File: src/rtl/rv32i_pkg.sv
// rv32i_pkg: shared RV32I LOAD/STORE funct3 codes and the lsu_ctrl state encoding.
package rv32i_pkg;
  localparam logic [2:0] F3_B  = 3'b000;
  localparam logic [2:0] F3_H  = 3'b001;
  localparam logic [2:0] F3_W  = 3'b010;
  localparam logic [2:0] F3_BU = 3'b100;
  localparam logic [2:0] F3_HU = 3'b101;
  typedef enum logic [2:0] {IDLE, ACCESS, SPLIT, RESP, FAULT} lsu_state_t;
endpackage

File: src/rtl/lsu_align_check.sv
// lsu_align_check: decodes legality, misalignment and access size in bytes from funct3 and addr[1:0].
module lsu_align_check
  import rv32i_pkg::*;
(
  input  logic [2:0] funct3,
  input  logic       is_store,
  input  logic [1:0] addr_lo,
  output logic       illegal,
  output logic       misaligned,
  output logic [2:0] nbytes
);
  logic [1:0] sz;
  assign sz         = funct3[1:0];
  assign illegal    = (sz == 2'b11) | (funct3[2] & (is_store | funct3[1]));
  assign misaligned = (sz == F3_H[1:0] & addr_lo[0]) | (sz == F3_W[1:0] & |addr_lo);
  assign nbytes     = sz == F3_W[1:0] ? 3'd4 : sz == F3_H[1:0] ? 3'd2 : 3'd1;
endmodule

File: src/rtl/lsu_ctrl.sv
// lsu_ctrl: load/store sequencer between execute and data memory; LSU_MISALIGN_SPLIT_EN splits misaligned accesses into bytes.
module lsu_ctrl
  import rv32i_pkg::*;
(
  input  logic        clk,
  input  logic        rst,
  input  logic        req_valid,
  output logic        req_ready,
  input  logic        req_is_store,
  input  logic [2:0]  req_funct3,
  input  logic [31:0] req_addr,
  input  logic [31:0] req_wdata,
  output logic        rsp_valid,
  output logic [31:0] rsp_data,
  output logic        rsp_fault,
  output logic        mem_read_en,
  output logic        mem_write_en,
  output logic [31:0] mem_address,
  output logic [31:0] mem_write_data,
  output logic [2:0]  mem_funct3,
  input  logic [31:0] mem_read_data
);
  lsu_state_t state, state_nx;
  logic [2:0]  f3_q;
  logic        st_q, fault_q;
  logic [31:0] addr_q, wdata_q, rdata_q, load_d;
  logic        illegal, misaligned, accept, active, split;
  logic [2:0]  nbytes;
  logic [1:0]  ofs;
  lsu_align_check u_chk (
    .funct3    (req_funct3),
    .is_store  (req_is_store),
    .addr_lo   (req_addr[1:0]),
    .illegal   (illegal),
    .misaligned(misaligned),
    .nbytes    (nbytes)
  );
`ifdef LSU_MISALIGN_SPLIT_EN
  localparam bit SPLIT_EN = 1'b1;
  logic [1:0]  cnt;
  logic [2:0]  n_q;
  logic        last;
  logic [31:0] asm_d;
  assign split = state == SPLIT;
  assign ofs   = cnt;
  assign last  = {1'b0, cnt} == n_q - 3'd1;
  always_comb begin
    asm_d = rdata_q;
    asm_d[{cnt, 3'b000} +: 8] = mem_read_data[7:0];
  end
  // Sign extension is applied only once the final byte of the halfword has landed.
  assign load_d = !split ? mem_read_data :
                  (last && f3_q == F3_H) ? {{16{asm_d[15]}}, asm_d[15:0]} : asm_d;
  always_ff @(posedge clk or posedge rst)
    if (rst) begin
      cnt <= '0;
      n_q <= '0;
    end else if (accept) begin
      cnt <= '0;
      n_q <= nbytes;
    end else if (split) cnt <= cnt + 2'd1;
`else
  localparam bit SPLIT_EN = 1'b0;
  logic unused_nbytes;
  assign unused_nbytes = ^nbytes;
  assign split  = 1'b0;
  assign ofs    = 2'd0;
  assign load_d = mem_read_data;
`endif
  localparam lsu_state_t MIS_ST = SPLIT_EN ? SPLIT : FAULT;
  assign accept = req_valid & req_ready;
  assign active = state == ACCESS | split;
  always_ff @(posedge clk or posedge rst)
    if (rst) state <= IDLE;
    else state <= state_nx;
  always_comb begin
    state_nx = state;
    case (state)
      IDLE:          if (accept) state_nx = illegal ? FAULT : misaligned ? MIS_ST : ACCESS;
      ACCESS, FAULT: state_nx = RESP;
`ifdef LSU_MISALIGN_SPLIT_EN
      SPLIT:         if (last) state_nx = RESP;
`endif
      default:       state_nx = IDLE;
    endcase
  end
  always_ff @(posedge clk or posedge rst)
    if (rst) begin
      f3_q    <= '0;
      st_q    <= 1'b0;
      addr_q  <= '0;
      wdata_q <= '0;
      rdata_q <= '0;
      fault_q <= 1'b0;
    end else if (accept) begin
      f3_q    <= req_funct3;
      st_q    <= req_is_store;
      addr_q  <= req_addr;
      wdata_q <= req_wdata;
      rdata_q <= '0;
      fault_q <= illegal | (misaligned & ~SPLIT_EN);
    end else if (active & ~st_q) rdata_q <= load_d;
  // Memory-side outputs are held at zero outside access cycles, so reset drops them at once.
  assign req_ready      = state == IDLE;
  assign mem_read_en    = active & ~st_q;
  assign mem_write_en   = active & st_q;
  assign mem_address    = active ? addr_q + {30'd0, ofs} : '0;
  assign mem_funct3     = !active ? 3'b000 : split ? (st_q ? F3_B : F3_BU) : f3_q;
  assign mem_write_data = !active ? '0 : split ? {24'd0, wdata_q[{ofs, 3'b000} +: 8]} : wdata_q;
  assign rsp_valid      = state == RESP;
  assign rsp_data       = rsp_valid ? rdata_q : '0;
  assign rsp_fault      = rsp_valid & fault_q;
endmodule

File: config.mk
export PLATFORM = sky130hd
export DESIGN_NAME = lsu_ctrl
export DESIGN_NICKNAME = d
export VERILOG_FILES = /design/src/rtl/rv32i_pkg.sv /design/src/rtl/lsu_align_check.sv /design/src/rtl/lsu_ctrl.sv
export SDC_FILE = /design/constraint.sdc
export NUM_CORES = 1
export LEC_CHECK = 0
export ABC_AREA = 1
export BUFFER_PORTS_ARGS = -buffer_cell sky130_fd_sc_hd__buf_4
export CORE_AREA = 2 2 108 110
export DETAILED_ROUTE_END_ITERATION = 10
export DIE_AREA = 0 0 110 112
export PLACE_DENSITY = 0.74
export SYNTH_ARGS = -nofsm -noshare
export SYNTH_HDL_FRONTEND = slang
export SYNTH_HIERARCHICAL = 1
export SYNTH_SLANG_ARGS = --single-unit
File: constraint.sdc
create_clock -name clk -period 4.2 [get_ports clk]
set_input_delay 0.63 -clock clk [delete_from_list [all_inputs] [get_ports clk]]
set_output_delay 0.63 -clock clk [all_outputs]
set_load 0.005 [all_outputs]
==> flow_metrics.py, run 1 <==
metrics = {
    "route": {
        "firstDrtPassIters": 6,
        "post_drt_wl_per_cell_um": 12.34,
        "drt-initial-drc-count": 383,
        "num_vias": 4603,
        "route.detailed.drc": 0,
        "postRouteAntennaNets": 0,
        "wl_mm": 12.54,
        "routed_via_density": 4.531,
    },
    "worst_setup_path": {
        "r2r_slack_ps": 2260,
        "crit_top_cell": "nor2_1",
        "worstSetupPathType": "reg2out",
        "r2r-start": "state[1]$_DFFE_PP0P_",
        "cp-end-kind": "primary output",
        "arrival_ps": 2070,
        "rr_worst_depth": 6,
        "startpoint_type": "register",
        "slowest_delay_ps": 630,
        "path_delay_family": "simple AND/OR/NAND/NOR gates",
        "critPathBufInv": 1,
        "path_max_fanout": 34,
        "worstPathRequired_ps": 3570,
        "r2r-end": "addr_q[5]$_DFFE_PP0P_",
        "crit_slowest_cell": "nand2_1",
        "path_cells": "nor2_1 -> nand2_1 -> nor2_1 -> buf_4",
    },
    "grt": {
        "grt_pass1_wl_mm": 20.44,
        "grt_overflow_total": 0,
        "grt_max_degree": 104,
        "grt_pass1_vias": 4247,
        "grt_use_total": 0.2090,
        "antenna_found_initial": 0,
    },
    "cells_and_area": {
        "diodes": 0,
        "final_cells": 1016,
        "final_common_cell": "nand2_1",
        "final_layout_size_suffix_gt1_frac": 0.2669,
        "fin_nets": 974,
        "area_growth_pct": 38.84,
        "fill_cells": 1060,
        "final_cell_mix": "nand2_1 (245), buf_4 (214), inv_1 (110)",
        "final_area_mm2": 0.006852,
    },
    "timing": {
        "min_period_over_period": 0.6427,
        "rsz0062_at_grt": "no",
        "whs_ps": 299.1,
        "relSlewSlack": 0.2639,
        "clock_skew_ps": 6.265,
        "drv_slew": 0,
        "max_freq_mhz": 370.5,
        "final.setup.tns_ps": 0,
        "timing_hold_violations_final": 0,
        "setup-violations-final": 0,
        "tightestPinTransition_ps": 1101,
        "period_needed_ps": 2699,
    },
    "placement": {
        "numPortBuffers": 206,
        "dp.cells": 1000,
        "placed_area_mm2": 0.006551,
        "gp_congestion": 0.7534,
        "dp_hpwl_mm": 8.477,
    },
    "cts": {
        "tritoncts": "done",
        "cts_root_buf": "clkbuf_16",
        "cts_buffers": 9,
        "clk_pin_slew_worst_paths_ps": 70,
        "post_cts_buffers": 0,
        "htreeDepth": 3,
        "hold_buffers": 0,
        "cts.repair.resized": 0,
        "cts_num_sinks": 104,
        "clockBufferDepth": 2,
        "clkLatencyLatePin_ps": 340,
    },
    "floorplanning": {
        "row_count": 39,
        "fp.dieArea_mm2": 0.01232,
        "pin_count": 207,
        "die_h_um": 112,
        "die_x_um": 110,
        "core_area_mm2": 0.01117,
        "initial_core_util": 0.4416,
    },
    "power": {
        "p_leak_nw": 4.022,
        "power_frac_seq": 0.399,
        "power_density_mw_per_mm2": 605.9,
        "switching_share": 0.3765,
        "switching_power_mw": 1.563,
        "combPwrFrac": 0.399,
        "cell_internal_pwr_mw": 2.589,
        "clkPwrFrac": 0.202,
        "ir_worst_vdd_mv": 0.3177,
    },
    "logic_synthesis": {
        "syn_avg_cell_area_um2": 7.257,
        "syn_area_mm2": 0.004935,
        "synthCells": 680,
        "yosysWarnings": 6,
        "syn-num-nets": 786,
    },
    "status": {
        "status": "finished, final reports clean",
    },
    "worst_hold_path": {
        "hp-class": "in2async",
    },
    "job": {
        "cap_violations": 0,
    },
}
## state kept, by name, summed over array words and instances, names as in the netlist
name / cells
f3_q: 3
rdata_q: 32
fault_q: 1
state: 3
st_q: 1
addr_q: 32
wdata_q: 32
## cell type report
type | count | area, µm² | share of cell area
clock buffers | 13 | 260.3 | 0.03798
clock inverters | 3 | 40.04 | 0.005844
inverters | 114 | 430.4 | 0.06282
multi-input cells | 425 | 1733 | 0.2529
flip-flops and latches | 104 | 2603 | 0.3798
well taps | 143 | 178.9 | 0.02611
repair buffers | 214 | 1607 | 0.2345
## metal layers
| metal | up-vias | global-route usage | part of all wire |
|---|---|---|---|
| li1 | 2350 | - | - |
| met1 | 2089 | 0.2951 | 0.45 |
| met2 | 150 | 0.3100 | 0.45 |
| met3 | 14 | 0.05738 | 0.085 |
| met4 | 0 | 0.07004 | 0.017 |
| met5 | - | 0 | 0 |
## metrics by stage
step	util	total power, mW	setup WS [ps]
after floorplan	-	2.704	837.8
after global placement	0.5863	3.306	1911
after detailed placement	0.5863	3.351	1881
after CTS	0.6131	4.208	1508
after global routing	0.6131	4.537	1311
final	0.6131	4.151	1501
## worst max path at each step
stage                    startpoint                     to  slack [ps]  cells after the start
2_1_floorplan                   rst  addr_q[0]$_DFFE_PP0P_         840                      1
3_3_place_gp   state[2]$_DFFE_PP0P_           rsp_data[12]        1910                      4
3_5_place_dp   state[2]$_DFFE_PP0P_           rsp_data[17]        1880                      4
4_1_cts        state[2]$_DFFE_PP0P_           rsp_data[17]        1510                      4
5_1_grt        state[2]$_DFFE_PP0P_              rsp_fault        1310                      4
6_report       state[2]$_DFFE_PP0P_           rsp_data[17]        1500                      4
## power by group through the flow
stage | Sequential [mW] | Combinational, mW | Clock [mW]
2_1_floorplan | 1.61 | 1.09 | 0
3_3_place_gp | 1.66 | 1.65 | 0
3_5_place_dp | 1.66 | 1.69 | 0
4_1_cts | 1.66 | 1.69 | 0.862
5_1_grt | 1.71 | 1.92 | 0.906
6_report | 1.66 | 1.66 | 0.838
(Power assumes the default switching activity.)
==> run 2, diff against run 1 <==
- CORE_AREA: 2 2 108 110 -> 2 2 110 112
- DIE_AREA: 0 0 110 112 -> 0 0 112 114
- clock period: 4.2 -> 2.4 ns (I/O delays scaled with it)
==> run 2 against run 1 <==
Effect of this change:
- die area is 3.6% higher
- highest routed layer unchanged
- flip-flop and latch count stayed put
- clock skew is 2.5 ps lower
- register-to-register slack worse by 1700 ps
- routed wire length is 0.91% lower
==> flow_metrics.py, run 2 (synthesis results as in run 1) <==
metrics = {
    "timing": {
        "tightestPinTransition_ps": 1060,
        "rsz0062_at_grt": "no",
        "timing_hold_violations_final": 0,
        "max_freq_mhz": 482.5,
        "whs_ps": 79.62,
        "min_period_over_period": 0.8636,
        "period_needed_ps": 2073,
        "setup-violations-final": 0,
        "final.setup.tns_ps": 0,
        "relSlewSlack": 0.2936,
        "drv_slew": 0,
        "clock_skew_ps": 3.807,
    },
    "worst_setup_path": {
        "path_max_fanout": 68,
        "cp-end-kind": "primary output",
        "r2r_slack_ps": 600,
        "startpoint_type": "register",
        "slowest_delay_ps": 450,
        "crit_slowest_cell": "inv_4",
        "worstSetupPathType": "reg2out",
        "path_cells": "inv_1 -> nor3_4 -> inv_4 -> nor2_1 -> buf_4",
        "arrival_ps": 1710,
        "path_delay_family": "buffers and inverters",
        "critPathBufInv": 3,
        "worstPathRequired_ps": 2040,
    },
    "cts": {
        "clockBufferDepth": 2,
        "hold_buffers": 0,
        "tritoncts": "done",
        "cts_root_buf": "clkbuf_16",
        "clk_pin_slew_worst_paths_ps": 70,
        "cts_buffers": 9,
        "htreeDepth": 3,
        "clkLatencyLatePin_ps": 330,
        "cts_num_sinks": 104,
    },
    "status": {
        "status": "finished, final reports clean",
    },
    "floorplanning": {
        "die_h_um": 114,
        "core_area_mm2": 0.01171,
        "row_count": 40,
        "die_x_um": 112,
        "fp.dieArea_mm2": 0.01277,
        "initial_core_util": 0.4214,
        "pin_count": 207,
    },
    "route": {
        "drt-initial-drc-count": 404,
        "num_vias": 4584,
        "firstDrtPassIters": 4,
        "wl_mm": 12.42,
        "routed_via_density": 4.485,
        "route.detailed.drc": 0,
        "post_drt_wl_per_cell_um": 12.16,
        "postRouteAntennaNets": 0,
    },
    "worst_hold_path": {
        "hp-class": "in2async",
    },
    "cells_and_area": {
        "final_cell_mix": "nand2_1 (245), buf_4 (214), inv_1 (110)",
        "diodes": 0,
        "final_area_mm2": 0.006894,
        "area_growth_pct": 39.71,
        "fin_nets": 977,
        "fin_util": 0.5887,
        "final_layout_size_suffix_gt1_frac": 0.2697,
        "final_common_cell": "nand2_1",
        "top_regs": "addr_q (32), rdata_q (32), wdata_q (32)",
        "final_cells": 1022,
    },
    "placement": {
        "gp_congestion": 0.7834,
        "dp_hpwl_mm": 8.496,
        "placed_area_mm2": 0.006618,
        "numPortBuffers": 206,
        "dp.cells": 1007,
    },
    "grt": {
        "grt_pass1_wl_mm": 20.69,
        "grt_pass1_vias": 4449,
        "antenna_found_initial": 0,
        "grt_max_degree": 104,
        "grt_use_total": 0.1978,
        "grt_overflow_total": 0,
    },
    "power": {
        "ir_worst_vdd_mv": 0.5558,
        "power_density_mw_per_mm2": 1041,
        "p_leak_nw": 4.029,
    },
    "job": {
        "cap_violations": 0,
    },
}
## run 2: cell count changes in the layout (fill, tap and decap cells not counted), sizes merged
cell | previous run | this run
buf | 214 | 217
clkinvlp | 0 | 2
bufinv | 1 | 0
clkbuf | 13 | 12
inv | 113 | 112
## run 2: stage by stage
| stage | setup slack (ps) | total power [mW] |
|---|---|---|
| 2_1_floorplan | 794.4 | 4.733 |
| 3_3_place_gp | 337.1 | 5.821 |
| 3_5_place_dp | 324.9 | 5.897 |
| 4_1_cts | 303.5 | 7.300 |
| 5_1_grt | 205.1 | 7.839 |
| 6_report | 327.4 | 7.175 |
## run 2: report_power, final
part	switching (mW)	internal, mW	leakage (nW)
logic	1.71	1.20	2.58
clock network	0.614	0.752	0.134
registers	0.400	2.50	1.32
## run 2: routing by layer
metal / GRT usage / up-vias / share of wire
met4: 0.05935 / 0 / 0.010
met1: 0.2522 / 2073 / 0.43
met5: 0 / - / 0
met2: 0.3325 / 150 / 0.47
li1: - / 2351 / -
met3: 0.05420 / 10 / 0.085
## run 2: repair_timing
item	in CTS	in global routing
setup buffers	0	0
gates resized for setup	1	0
setup endpoints to repair	16	0
## run 2: worst paths after layout
path	startpoint	endpoint	depth (start not counted)
max in group asynchronous	rst	rdata_q[28]$_DFFE_PP0P_	3
min reg2reg	wdata_q[30]$_DFFE_PP0P_	wdata_q[30]$_DFFE_PP0P_	2
min in group clk	req_wdata[21]	wdata_q[21]$_DFFE_PP0P_	3
min	rst	rdata_q[7]$_DFFE_PP0P_	2
max	state[0]$_DFFE_PP0P_	mem_funct3[2]	5
max reg2reg	state[1]$_DFFE_PP0P_	addr_q[9]$_DFFE_PP0P_	5
## run 2: cell type report
type,count,area (µm²)
fill,1121,4817
sequential,104,2603
multi-input combinational,425,1733
timing repair buffer,217,1667
inverter,114,434.2
clock buffer,12,256.5
tap,147,183.9
clock inverter,3,17.52
## run 2: worst register-to-register path: stages, from the launching register on
cell     delay (ps)
dfrtp_1         450
nor2_1          120
nand3_4          80
buf_4           790
nand2_1         180
nand2_1         110
==> run 3, diff against run 2 <==
- CORE_AREA: 2 2 110 112 -> 2 2 141 143
- DIE_AREA: 0 0 112 114 -> 0 0 143 145
- PLACE_DENSITY: 0.74 -> 0.49
==> run 3 against run 2 <==
Effect of this change:
- routed wire length up 16%
- global-route usage fell by 5.7 points
- clock power about the same
- count of clock-buffer cells in the layout stayed put
- utilization decreased by 22 points
- largest power group unchanged
==> flow_metrics.py, run 3 (synthesis results as in run 1) <==
metrics = {
    "power": {
        "ir_worst_vdd_mv": 0.5073,
        "cell_internal_pwr_mw": 4.449,
        "power_density_mw_per_mm2": 1031,
        "power_frac_seq": 0.397,
        "power_mw": 7.277,
        "clkPwrFrac": 0.193,
        "combPwrFrac": 0.410,
        "switching_power_mw": 2.828,
        "switching_share": 0.3886,
        "p_leak_nw": 4.033,
    },
    "cells_and_area": {
        "final_layout_size_suffix_gt1_frac": 0.2683,
        "area_growth_pct": 43.08,
        "final_cell_mix": "nand2_1 (245), buf_4 (211), inv_1 (110)",
        "multiInputGateArea_mm2": 0.001733,
        "fin_util": 0.3676,
        "top_regs": "addr_q (32), rdata_q (32), wdata_q (32)",
        "diodes": 0,
        "final_common_cell": "nand2_1",
        "seq_area_mm2": 0.002603,
        "fill_cells": 2082,
        "fin_nets": 977,
    },
    "route": {
        "post_drt_wl_per_cell_um": 12.66,
        "num_vias": 4613,
        "postRouteAntennaNets": 0,
        "wl_mm": 14.45,
        "firstDrtPassIters": 4,
        "drt-initial-drc-count": 207,
        "route.detailed.drc": 0,
        "routed_via_density": 4.043,
    },
    "cts": {
        "clockBufferDepth": 2,
        "clkLatencyLatePin_ps": 340,
        "cts_root_buf": "clkbuf_16",
        "cts_buffers": 9,
        "tritoncts": "done",
        "cts_num_sinks": 104,
        "post_cts_buffers": 0,
        "htreeDepth": 3,
        "clk_pin_slew_worst_paths_ps": 70,
    },
    "worst_setup_path": {
        "path_max_fanout": 66,
        "arrival_ps": 1760,
        "worstSetupPathType": "reg2out",
        "startpoint_type": "register",
        "rr_worst_depth": 6,
        "worstPathRequired_ps": 2040,
        "cp-end-kind": "primary output",
    },
    "floorplanning": {
        "initial_core_util": 0.2569,
        "fp.dieArea_mm2": 0.02074,
        "pin_count": 207,
        "core_area_mm2": 0.01921,
        "row_count": 51,
        "die_x_um": 143,
        "die_h_um": 145,
    },
    "placement": {
        "dp_hpwl_mm": 9.577,
        "gp_congestion": 0.7034,
        "numPortBuffers": 206,
    },
    "timing": {
        "tightestPinTransition_ps": 534.4,
        "period_needed_ps": 2120,
        "whs_ps": 201.7,
        "rsz0062_at_grt": "no",
        "max_freq_mhz": 471.6,
        "clock_skew_ps": 7.346,
        "setup-violations-final": 0,
        "timing_hold_violations_final": 0,
        "drv_slew": 0,
        "min_period_over_period": 0.8835,
        "relSlewSlack": 0.6437,
        "final.setup.tns_ps": 0,
    },
    "worst_hold_path": {
        "worst_hold_path.num_cells": 3,
        "hp-class": "in2reg",
    },
    "grt": {
        "antenna_found_initial": 0,
        "grt_max_degree": 70,
        "grt_pass1_wl_mm": 23.34,
        "grt_use_total": 0.1406,
        "grt_pass1_vias": 4634,
        "grt_overflow_total": 0,
    },
    "job": {
        "cap_violations": 0,
    },
    "status": {
        "status": "finished, final reports clean",
    },
}
## run 3: cell types whose count changed in the layout (fill, tap and decap cells not counted)
cell,change
clkbuf_1,+1
inv_2,+1
clkbuf_8,-1
clkinv_2,-1
dlygate4sd3_1,+1
inv_4,-1
buf_6,+1
buf_12,+1
clkinv_4,+2
buf_4,-3
## run 3: repair_timing
action,CTS,global route
endpoints found under the setup margin,0,2
hold buffers,1,0
resized for setup,0,1
hold endpoints to repair,4,0
## run 3: per-layer routing
layer | wire length [µm] | global-route usage | part of all wire | vias to the layer above
met4 | 65 | 0.02822 | 0.0045 | 0
met5 | 0 | 0 | 0 | -
li1 | - | - | - | 2360
met3 | 1072 | 0.04818 | 0.074 | 6
met1 | 6478 | 0.1802 | 0.45 | 2110
met2 | 6833 | 0.2301 | 0.47 | 137
## run 3: final timing paths
kind                                         from                       to  slack, ps
max reg2reg                  state[1]$_DFFE_PP0P_   addr_q[15]$_DFFE_PP0P_        580
max                          state[0]$_DFFE_PP0P_            mem_funct3[2]        280
max in group asynchronous                     rst         st_q$_DFFE_PP0P_       1310
min reg2reg                addr_q[12]$_DFFE_PP0P_   addr_q[12]$_DFFE_PP0P_        480
min                                 req_wdata[11]  wdata_q[11]$_DFFE_PP0P_        200
min in group asynchronous                     rst  wdata_q[28]$_DFFE_PP0P_        490
## run 3: final cells by class
class / count / area share
Clock buffer: 12 / 0.03491
Clock inverter: 4 / 0.004253
Inverter: 114 / 0.06114
Multi-Input combinational cell: 425 / 0.2454
Sequential cell: 104 / 0.3686
Tap cell: 265 / 0.04696
Timing Repair Buffer: 217 / 0.2387
## run 3: through the flow
step,cells,setup slack (ps),area (µm²)
2_1_floorplan,680,794.4,4938
3_3_place_gp,1124,426.4,6770
5_1_grt,1141,151.2,7061
4_1_cts,1141,64.83,7057
6_report,1141,279.7,7061
3_5_place_dp,1124,461.6,6770
## run 3: power groups by stage
stage	combinational [mW]	sequential [mW]	clock (mW)
floorplan	1.91	2.82	0
global placement	3.03	2.91	0
detailed placement	3.07	2.90	0
CTS	3.07	2.89	1.48
global route	3.45	2.98	1.55
finish	2.99	2.89	1.40
## run 3: critical path, stage by stage (launching register included)
cell,delay (ps)
dfrtp_1,380
inv_1,120
nor3_4,50
inv_2,70
buf_6,430
nor2_1,150
buf_4,170
